`src/rtl/io_stream_bridge.sv`:
```
`default_nettype none
// ============================================================================
// Module   : io_stream_bridge
// Purpose  : Pads-to-CGRA frame streamer with output capture and frame status.
// Revision : 1.0
// ============================================================================
module io_stream_bridge #(
    parameter int DATA_W       = 16,
    parameter int FRAME_LEN    = 4096,
    parameter int CNT_W        = 13,
    parameter int DRAIN_CYCLES = 64
) (
    input  logic              io_clock,
    input  logic              io_reset,
    input  logic [DATA_W-1:0] pad_in_data,
    input  logic              pad_in_start,
    output logic [DATA_W-1:0] cgra_in_data,
    output logic              cgra_in_start,
    output logic              cgra_in_valid,
    input  logic [DATA_W-1:0] cgra_out_data,
    input  logic              cgra_out_valid,
    output logic [DATA_W-1:0] pad_out_data,
    output logic              pad_out_valid,
    output logic [CNT_W-1:0]  out_count,
    output logic [DATA_W-1:0] checksum,
    output logic              frame_done,
    output logic              start_err
);

    localparam int IN_W = $clog2(FRAME_LEN + 1);
    localparam int DR_W = (DRAIN_CYCLES > 1) ? $clog2(DRAIN_CYCLES) : 1;
    localparam logic [IN_W-1:0]  IN_LAST = IN_W'(FRAME_LEN);
    localparam logic [DR_W-1:0]  DR_LAST = DR_W'(DRAIN_CYCLES - 1);
    localparam logic [CNT_W-1:0] CNT_MAX = '1;

    typedef enum logic [1:0] {
        IDLE   = 2'd0,
        STREAM = 2'd1,
        DRAIN  = 2'd2,
        DONE   = 2'd3
    } state_t;

    state_t            state;
    state_t            state_nxt;
    logic [DATA_W-1:0] data_q;
    logic              start_q;
    logic              start_qq;
    logic              start_edge;
    logic              launch;
    logic              busy;
    logic [IN_W-1:0]   in_cnt;
    logic [DR_W-1:0]   drain_cnt;

    assign start_edge = start_q & ~start_qq;
    assign busy       = (state == STREAM) || (state == DRAIN);

    always_ff @(posedge io_clock) begin
        if (io_reset) begin
            state <= IDLE;
        end else begin
            state <= state_nxt;
        end
    end

    // in_cnt reaches FRAME_LEN one cycle after the last word was issued, so the
    // registered valid lines up with the registered data.
    always_comb begin
        state_nxt = state;
        launch    = 1'b0;
        case (state)
            IDLE, DONE: begin
                if (start_edge) begin
                    state_nxt = STREAM;
                    launch    = 1'b1;
                end
            end
            STREAM: begin
                if (in_cnt == IN_LAST) begin
                    state_nxt = DRAIN;
                end
            end
            DRAIN: begin
                if (drain_cnt == DR_LAST) begin
                    state_nxt = DONE;
                end
            end
            default: state_nxt = IDLE;
        endcase
    end

    always_ff @(posedge io_clock) begin
        if (io_reset) begin
            data_q        <= '0;
            start_q       <= 1'b0;
            start_qq      <= 1'b0;
            cgra_in_data  <= '0;
            cgra_in_start <= 1'b0;
            cgra_in_valid <= 1'b0;
            pad_out_data  <= '0;
            pad_out_valid <= 1'b0;
            frame_done    <= 1'b0;
            start_err     <= 1'b0;
            in_cnt        <= '0;
            drain_cnt     <= '0;
            out_count     <= '0;
            checksum      <= '0;
        end else begin
            data_q        <= pad_in_data;
            start_q       <= pad_in_start;
            start_qq      <= start_q;
            cgra_in_data  <= data_q;
            cgra_in_start <= launch;
            cgra_in_valid <= (state == STREAM) && (in_cnt != IN_LAST);
            pad_out_data  <= cgra_out_data;
            pad_out_valid <= cgra_out_valid;
            frame_done    <= (state_nxt == DONE);

            if (busy && start_edge) begin
                start_err <= 1'b1;
            end

            if (state == DRAIN) begin
                drain_cnt <= drain_cnt + DR_W'(1);
            end else begin
                drain_cnt <= '0;
            end

            if (launch) begin
                in_cnt    <= '0;
                out_count <= '0;
                checksum  <= '0;
            end else begin
                if (state == STREAM && in_cnt != IN_LAST) begin
                    in_cnt <= in_cnt + IN_W'(1);
                end
                if (busy && cgra_out_valid) begin
                    if (out_count != CNT_MAX) begin
                        out_count <= out_count + CNT_W'(1);
                    end
                    checksum <= checksum + cgra_out_data;
                end
            end
        end
    end

endmodule
`default_nettype wire

```
`config.mk`:
```
export PLATFORM = sky130hd
export DESIGN_NAME = io_stream_bridge
export DESIGN_NICKNAME = d
export VERILOG_FILES = /design/src/rtl/io_stream_bridge.sv
export SDC_FILE = /design/constraint.sdc
export NUM_CORES = 1
export LEC_CHECK = 0
export BUFFER_PORTS_ARGS = -buffer_cell sky130_fd_sc_hd__buf_2
export CAP_MARGIN = 20
export CORE_MARGIN = 2
export CORE_UTILIZATION = 48
export DETAILED_ROUTE_END_ITERATION = 8
export PLACE_DENSITY = 0.75
export SLEW_MARGIN = 10
export SYNTH_ARGS = -nofsm -noshare
export SYNTH_HDL_FRONTEND = slang
export SYNTH_SLANG_ARGS = --single-unit
```
`constraint.sdc`:
```
create_clock -name io_clock -period 2.2 [get_ports io_clock]
set_clock_uncertainty 0.2 [all_clocks]
set_input_delay 0.33 -clock io_clock [delete_from_list [all_inputs] [get_ports io_clock]]
set_output_delay 0.33 -clock io_clock [all_outputs]
set_load 0.02 [all_outputs]
```
==> results.sh, run 1 <==
export IMPL_synth_top_family_by_area="simple AND/OR/NAND/NOR gates"
export IMPL_syn_nets=516
export IMPL_cap_violations=0
export IMPL_hp_class="input port to flip-flop"
export IMPL_vdd_drop_max_v=0.000353
export IMPL_dieHeight_um=98.8
export IMPL_grt_remaining_overflow=0
export IMPL_startpoint="checksum[0]"
export IMPL_synth_top_cell_by_area="dfxtp_1"
export IMPL_remaining_drc_errors=0
export IMPL_synthSimpleGateAreaFrac=0.236
export IMPL_relSlewSlack=0.691
export IMPL_fmax_mhz=450
export IMPL_grt_pass1_wl_um=16000
export IMPL_rr_startpoint="checksum[0]"
export IMPL_wl_per_cell_um=13.7
export IMPL_hold_viol=0
export IMPL_num_rows=34
export IMPL_cp_arrival_ns=2.33
export IMPL_period_share=1.01
export IMPL_ios=102
export IMPL_grt_max_degree=33
export IMPL_clockBufferDepth=2
export IMPL_cp_end_kind="flip-flop"
export IMPL_yosys_area_share_adder=0.0684
export IMPL_grt_total_usage=0.201
export IMPL_synth_area_um2=4320
export IMPL_start_util=0.495
export IMPL_cts_buffers=9
export IMPL_routed_via_count=3676
export IMPL_insertion_delay_ns=0.37
export IMPL_setup_viol=2
export IMPL_grt_setup_unrepaired="true"
export IMPL_power_leakage_nw=2.48
export IMPL_postRouteAntennaNets=0
export IMPL_synth_xor_area_frac=0.0669
export IMPL_synth_area_leaders="dfxtp_1 (49%), nor2b_1 (7.8%), ha_1 (6.4%), a21oi_1 (3.6%), nor2_1 (3.6%)"
export IMPL_tightest_slew_ns=0.457
export IMPL_cts_root_buf="clkbuf_8"
export IMPL_slowest_delay_ns=0.35
export IMPL_clkSlewWorstSetupHoldPaths_ns=0.11
export IMPL_synth_edff_count=0
export IMPL_drtIter0Drc=123
export IMPL_async_flop_share=0
export IMPL_setup_slack_ns=-0.0198
export IMPL_critical_path_class="flip-flop to flip-flop"
export IMPL_fin_crit_ns=2.22
export IMPL_core_um2=8720
export IMPL_antenna_found_initial=0
export IMPL_critPathSlowestCell="dfxtp_2"
export IMPL_finalSetupTns_ns=-0.0311
export IMPL_seq_area_frac_synth=0.487
export IMPL_hp_start="cgra_out_data[9]"
export IMPL_routed_wl_um=9910
export IMPL_powerDensity_nw_per_um2=633
export IMPL_grt_pass1_vias=3542
export IMPL_synth_compound_area_frac=0.103
export IMPL_cp_top_family="buffers and inverters"
export IMPL_num_antenna_cells=0
export IMPL_synthToLayoutAreaGrowth_pct=30.8
export IMPL_synthDominantCellAreaShare=0.487
export IMPL_cts_sink_count=105
export IMPL_synth_cell_types=49
export IMPL_ff2ff_path_depth=11
export IMPL_hpwl_um=6800
export IMPL_hold_depth=2
export IMPL_worst_path_stages=11
export IMPL_syn_inst=457
export IMPL_firstDrtPassIters=5
export IMPL_die_width_um=98.8
export IMPL_synthMuxAreaShare=0.0116
export IMPL_yosys_warnings=0
export IMPL_portBuffers=101
export IMPL_ys_ff_latch=105
export IMPL_worstPathCellList="ha_4 -> fa_2 -> a211oi_2 -> buf_4 -> buf_4 -> buf_4 -> buf_4 -> buf_4 -> buf_4 -> o211ai_1 -> a21oi_1"
export IMPL_slew_violations=0
export IMPL_crit_top_cell="buf_4"
export IMPL_status="finished, violations left"
export IMPL_worst_path_buf_inv=6
export IMPL_syn_area_per_cell_um2=9.45
export IMPL_globalplace_congestion=0.921
export IMPL_drive_gt1_frac=0.278
export IMPL_nNetsFinal=670
export IMPL_cts_max_level=3
export IMPL_cp_max_fo=3
export IMPL_cp_required_ns=2.31
export IMPL_vias_per_cell=5.08
export IMPL_ys_flop_type="dfxtp_1"
export IMPL_cts_tree="done"
export IMPL_startpoint_type="flip-flop"
export IMPL_dp_worst_setup_slack_ns=-0.131
export IMPL_violations="setup timing"
export IMPL_die_area_um2=9770
-- worst register-to-register path, cell delays in order (launching register included) --
cell and delay [ns]:
dfxtp_2 0.35, ha_4 0.16, fa_2 0.35, a211oi_2 0.24, buf_4 0.15, buf_4 0.09
buf_4 0.09, buf_4 0.09, buf_4 0.09, buf_4 0.09, o211ai_1 0.11, a21oi_1 0.15
-- worst paths after layout --
kind / endpoint / slack (ns)
max reg2reg: checksum[4] / -0.02
min: pad_out_data[9] / 0.001
max: checksum[4] / -0.02
min reg2reg: cgra_in_data[15] / 0.24
-- Yosys cell counts, drive strengths merged (5+ instances only) --
| cell type | instances |
|---|---|
| nand4 | 7 |
| o21ai | 14 |
| xnor2 | 17 |
| nor2 | 41 |
| dfxtp | 105 |
| a31oi | 5 |
| inv | 12 |
| a21oi | 31 |
| a21o | 5 |
| nand2 | 39 |
| mux2i | 5 |
| and3 | 8 |
| ha | 22 |
| or3 | 5 |
| xor2 | 16 |
| clkbuf | 14 |
| nor2b | 54 |
| nand3 | 16 |
-- sequential cells by signal (all words and copies together), names as in the netlist, 2 cells and up --
| register | count |
|---|---|
| in_cnt | 13 |
| drain_cnt | 6 |
| cgra_in_data | 16 |
| checksum | 16 |
| pad_out_data | 16 |
| out_count | 13 |
| data_q | 16 |
| state | 2 |
-- cell type report --
| type | instances | area [um^2] |
|---|---|---|
| Inverter | 12 | 45.0 |
| Tap cell | 108 | 135 |
| Fill cell | 695 | 3070 |
| Clock inverter | 7 | 62.6 |
| Sequential cell | 105 | 2100 |
| Multi-Input combinational cell | 323 | 2150 |
| Clock buffer | 9 | 124 |
| Timing Repair Buffer | 160 | 1030 |
-- logic make-up (layout without fill, tap and decap cells) --
kind of cell / count (synthesis) / after routing
AOI/OAI and AO/OA: 72 / 72
xor gates and xnor gates: 33 / 33
adders and majority gates: 23 / 23
buffers and inverters: 29 / 188
DFF: 105 / 105
muxes: 5 / 5
and+or+nand+nor: 190 / 190
-- timing repair --
| action | in CTS | in global routing |
|---|---|---|
| setup endpoints to repair | 2 | 13 |
| pin swaps | 2 | 1 |
| hold buffers | 27 | 0 |
| hold endpoints to repair | 27 | 0 |
| gates cloned | 0 | 0 |
| resized for setup | 1 | 8 |
| setup buffers | 7 | 1 |
-- power by group --
| group | leakage [nW] | internal, mW | total [mW] | switching, mW |
|---|---|---|---|---|
| Sequential | 0.860 | 1.96 | 1.98 | 0.0220 |
| Clock | 0.0947 | 0.433 | 1.14 | 0.703 |
| Combinational | 1.52 | 0.215 | 0.460 | 0.245 |
| Total | 2.48 | 2.61 | 3.58 | 0.970 |
-- per-layer routing --
layer | global-route usage | up-vias | share of wire
met5 | 0 | - | 0
li1 | - | 1848 | -
met1 | 0.236 | 1713 | 0.41
met3 | 0.0369 | 16 | 0.048
met2 | 0.360 | 99 | 0.53
met4 | 0.0811 | 0 | 0.019
-- stage by stage --
step / cell area, um^2 / util / total power [mW] / cells / hold slack, ns
finish: 5650 / 0.648 / 3.58 / 724 / 0.00150
global route: 5650 / 0.648 / 3.73 / 724 / 0.0217
CTS: 5610 / 0.644 / 3.60 / 723 / 0.0000285
detailed placement: 5090 / 0.584 / 2.43 / 673 / 0.222
global placement: 5090 / 0.584 / 2.42 / 673 / 0.217
floorplan: 4330 / - / 2.27 / 457 / 0.214
-- layout by cell type (no fill, tap or decap), types with 3 or more instances in the layout --
cell / synthesis / layout
dfxtp_1: 105 / 103
buf_2: 1 / 101
nor2b_1: 54 / 54
nor2_1: 41 / 41
nand2_1: 38 / 38
buf_4: 0 / 31
a21oi_1: 31 / 29
dlygate4sd3_1: 0 / 27
ha_1: 22 / 21
xnor2_1: 17 / 17
nand3_1: 16 / 16
xor2_1: 16 / 16
inv_1: 12 / 12
o21ai_1: 8 / 9
clkbuf_8: 0 / 9
nand4_1: 7 / 7
o21ai_0: 6 / 5
a21o_1: 5 / 5
or3_1: 5 / 5
mux2i_1: 5 / 5
o211ai_1: 4 / 4
and3_1: 4 / 4
a31oi_1: 4 / 4
nor3_1: 4 / 4
a211oi_2: 1 / 3
nand2b_1: 4 / 3
and3_4: 3 / 3
Note: power is estimated with default switching activity, not from simulation.
==> run 2: changes to the inputs <==
--- a/config.mk
+++ b/config.mk
@@ -7,2 +7,3 @@
 export LEC_CHECK = 0
+export ABC_CLOCK_PERIOD_IN_PS = 2200
 export BUFFER_PORTS_ARGS = -buffer_cell sky130_fd_sc_hd__buf_2
==> constraint.sdc (replaced) <==
create_clock -name io_clock -period 2.2 [get_ports io_clock]
set_clock_uncertainty 0.2 [all_clocks]
set_input_delay 0.44 -clock io_clock [delete_from_list [all_inputs] [get_ports io_clock]]
set_output_delay 0.44 -clock io_clock [all_outputs]
set_load 0.02 [all_outputs]
==> run 2 against run 1 <==
The flow now finishes without violations; global-route usage fell by 1.5 points; sequential share of layout area is 1.6 points higher; power grew 1.9%; sequential cell count is the same; via count down 3.6%; count of clock-buffer cells in the layout unchanged; largest power group unchanged; highest routed layer unchanged.
==> results.sh, run 2 (synthesis gave the netlist of run 1 again) <==
export IMPL_status="finished, final reports clean"
export IMPL_portBuffers=101
export IMPL_num_antenna_cells=0
export IMPL_hold_viol=0
export IMPL_grt_pass1_wl_um=15000
export IMPL_fin_crit_ns=2.19
export IMPL_startpoint_type="flip-flop"
export IMPL_holdWs_ns=0.0679
export IMPL_pwr_share_seq=0.543
export IMPL_final_cell_mix="dfxtp_1 (104), buf_2 (101), nor2b_1 (54)"
export IMPL_hp_start="pad_in_data[0]"
export IMPL_rr_endpoint="checksum[12]"
export IMPL_core_um2=8720
export IMPL_nNetsFinal=642
export IMPL_cp_required_ns=2.27
export IMPL_grt_max_degree=41
export IMPL_finalNonFillerCells=696
export IMPL_drtIter0Drc=138
export IMPL_die_width_um=98.8
export IMPL_ios=102
export IMPL_cp_top_family="compound AO/OA/AOI/OAI gates"
export IMPL_grt_remaining_overflow=0
export IMPL_wl_per_cell_um=13.3
export IMPL_vias_per_cell=5.09
export IMPL_power_leakage_nw=2.38
export IMPL_clockPowerShare=0.343
export IMPL_final_common_cell="dfxtp_1"
export IMPL_cts_sink_count=105
export IMPL_critical_path_class="flip-flop to flip-flop"
export IMPL_setup_viol=0
export IMPL_cp_max_fo=2
export IMPL_drive_gt1_frac=0.291
export IMPL_grt_pass1_vias=3352
export IMPL_tightest_slew_ns=0.455
export IMPL_vdd_drop_max_v=0.000284
export IMPL_worst_path_buf_inv=0
export IMPL_remaining_drc_errors=0
export IMPL_firstDrtPassIters=4
export IMPL_die_area_um2=9770
export IMPL_grt_total_usage=0.186
export IMPL_globalplace_congestion=0.915
export IMPL_routed_via_count=3542
export IMPL_postRouteAntennaNets=0
export IMPL_slew_violations=0
export IMPL_routed_wl_um=9270
export IMPL_relSlewSlack=0.692
export IMPL_rr_startpoint="checksum[0]"
export IMPL_slowest_delay_ns=0.36
export IMPL_ff2ff_path_depth=8
export IMPL_cap_violations=0
export IMPL_antenna_found_initial=0
export IMPL_switchingPower_uw=955
export IMPL_fmax_mhz=456
export IMPL_start_util=0.495
export IMPL_switching_share=0.262
export IMPL_num_rows=34
export IMPL_place_area_um2=5130
export IMPL_grt_setup_unrepaired="true"
export IMPL_cts_root_buf="clkbuf_8"
export IMPL_critPathSlowestCell="fa_2"
export IMPL_internal_power_mw=2.69
export IMPL_synthToLayoutAreaGrowth_pct=25.5
export IMPL_cp_arrival_ns=2.27
export IMPL_fin_area_um2=5420
export IMPL_min_to="data_q[0]"
export IMPL_powerDensity_nw_per_um2=673
export IMPL_combPwrFrac=0.114
export IMPL_postCtsHoldBufs=0
export IMPL_insertion_delay_ns=0.37
export IMPL_worstPathCellList="ha_4 -> fa_2 -> a211oi_4 -> o21bai_2 -> a221oi_2 -> o21ai_1 -> mux2i_1 -> nand2_1"
export IMPL_clkSlewWorstSetupHoldPaths_ns=0.11
export IMPL_dp_cells=677
export IMPL_dieHeight_um=98.8
export IMPL_rrSetupSlack_ns=0.006
export IMPL_clockBufferDepth=2
export IMPL_cts_tree="done"
export IMPL_hold_depth=2
export IMPL_cts_buffers=9
export IMPL_hp_class="input port to flip-flop"
export IMPL_period_share=0.997
export IMPL_hpwl_um=6890
export IMPL_cp_end_kind="flip-flop"
export IMPL_cts_max_level=3
==> run 2: cell count changes in the layout (fill, tap and decap cells not counted), sizes merged <==
| cell | change |
|---|---|
| dlygate4sd3 | -27 |
| buf | -1 |
| bufinv | +1 |
| clkinv | -1 |
==> run 2: worst max path at each step <==
stage / startpoint / end / slack, ns / depth (start not counted)
5_1_grt: checksum[0] / checksum[12] / -0.09 / 8
6_report: checksum[0] / checksum[12] / 0.006 / 8
3_5_place_dp: cgra_out_data[0] / checksum[12] / -0.28 / 9
4_1_cts: checksum[0] / checksum[12] / -0.02 / 8
3_3_place_gp: cgra_out_data[0] / checksum[12] / -0.21 / 9
2_1_floorplan: cgra_out_data[0] / checksum[12] / -0.03 / 8
==> run 2: power by group through the flow <==
stage | Sequential, mW | Combinational, mW | Clock, mW
floorplan | 2.07 | 0.197 | 0
global placement | 2.02 | 0.396 | 0
detailed placement | 2.02 | 0.403 | 0
CTS | 1.98 | 0.409 | 1.28
global route | 1.99 | 0.454 | 1.36
finish | 1.98 | 0.414 | 1.25
==> run 2: stage by stage <==
step / worst slack, ns / util / total power, mW / setup TNS [ns]
finish: 0.00595 / 0.621 / 3.64 / 0
global route: -0.0890 / 0.621 / 3.80 / -0.176
CTS: -0.0210 / 0.615 / 3.67 / -0.0210
detailed placement: -0.278 / 0.589 / 2.43 / -1.45
global placement: -0.211 / 0.589 / 2.42 / -0.994
floorplan: -0.0288 / - / 2.27 / -0.0524
==> run 2: cell type report <==
type / count / area [um^2]
multi-input cells: 323 / 2170
flip-flops and latches: 105 / 2100
well taps: 108 / 135
clock buffers: 9 / 124
fillers: 734 / 3300
inverters: 12 / 45.0
repair buffers: 132 / 751
clock inverters: 7 / 87.6
==> run 2: repair_timing <==
| item | 4_1_cts | 5_1_grt |
|---|---|---|
| setup buffers | 1 | 2 |
| hold endpoints to repair | 0 | 0 |
| pin swaps | 4 | 6 |
| resized for setup | 2 | 10 |
| endpoints found under the setup margin | 4 | 9 |
==> run 2: per-layer routing <==
metal | share of wire | routed length, um | vias to the layer above | track usage
li1 | - | - | 1794 | -
met1 | 0.41 | 3840 | 1662 | 0.212
met2 | 0.53 | 4890 | 72 | 0.339
met3 | 0.043 | 398 | 14 | 0.0418
met4 | 0.016 | 148 | 0 | 0.0685
met5 | 0 | 0 | - | 0
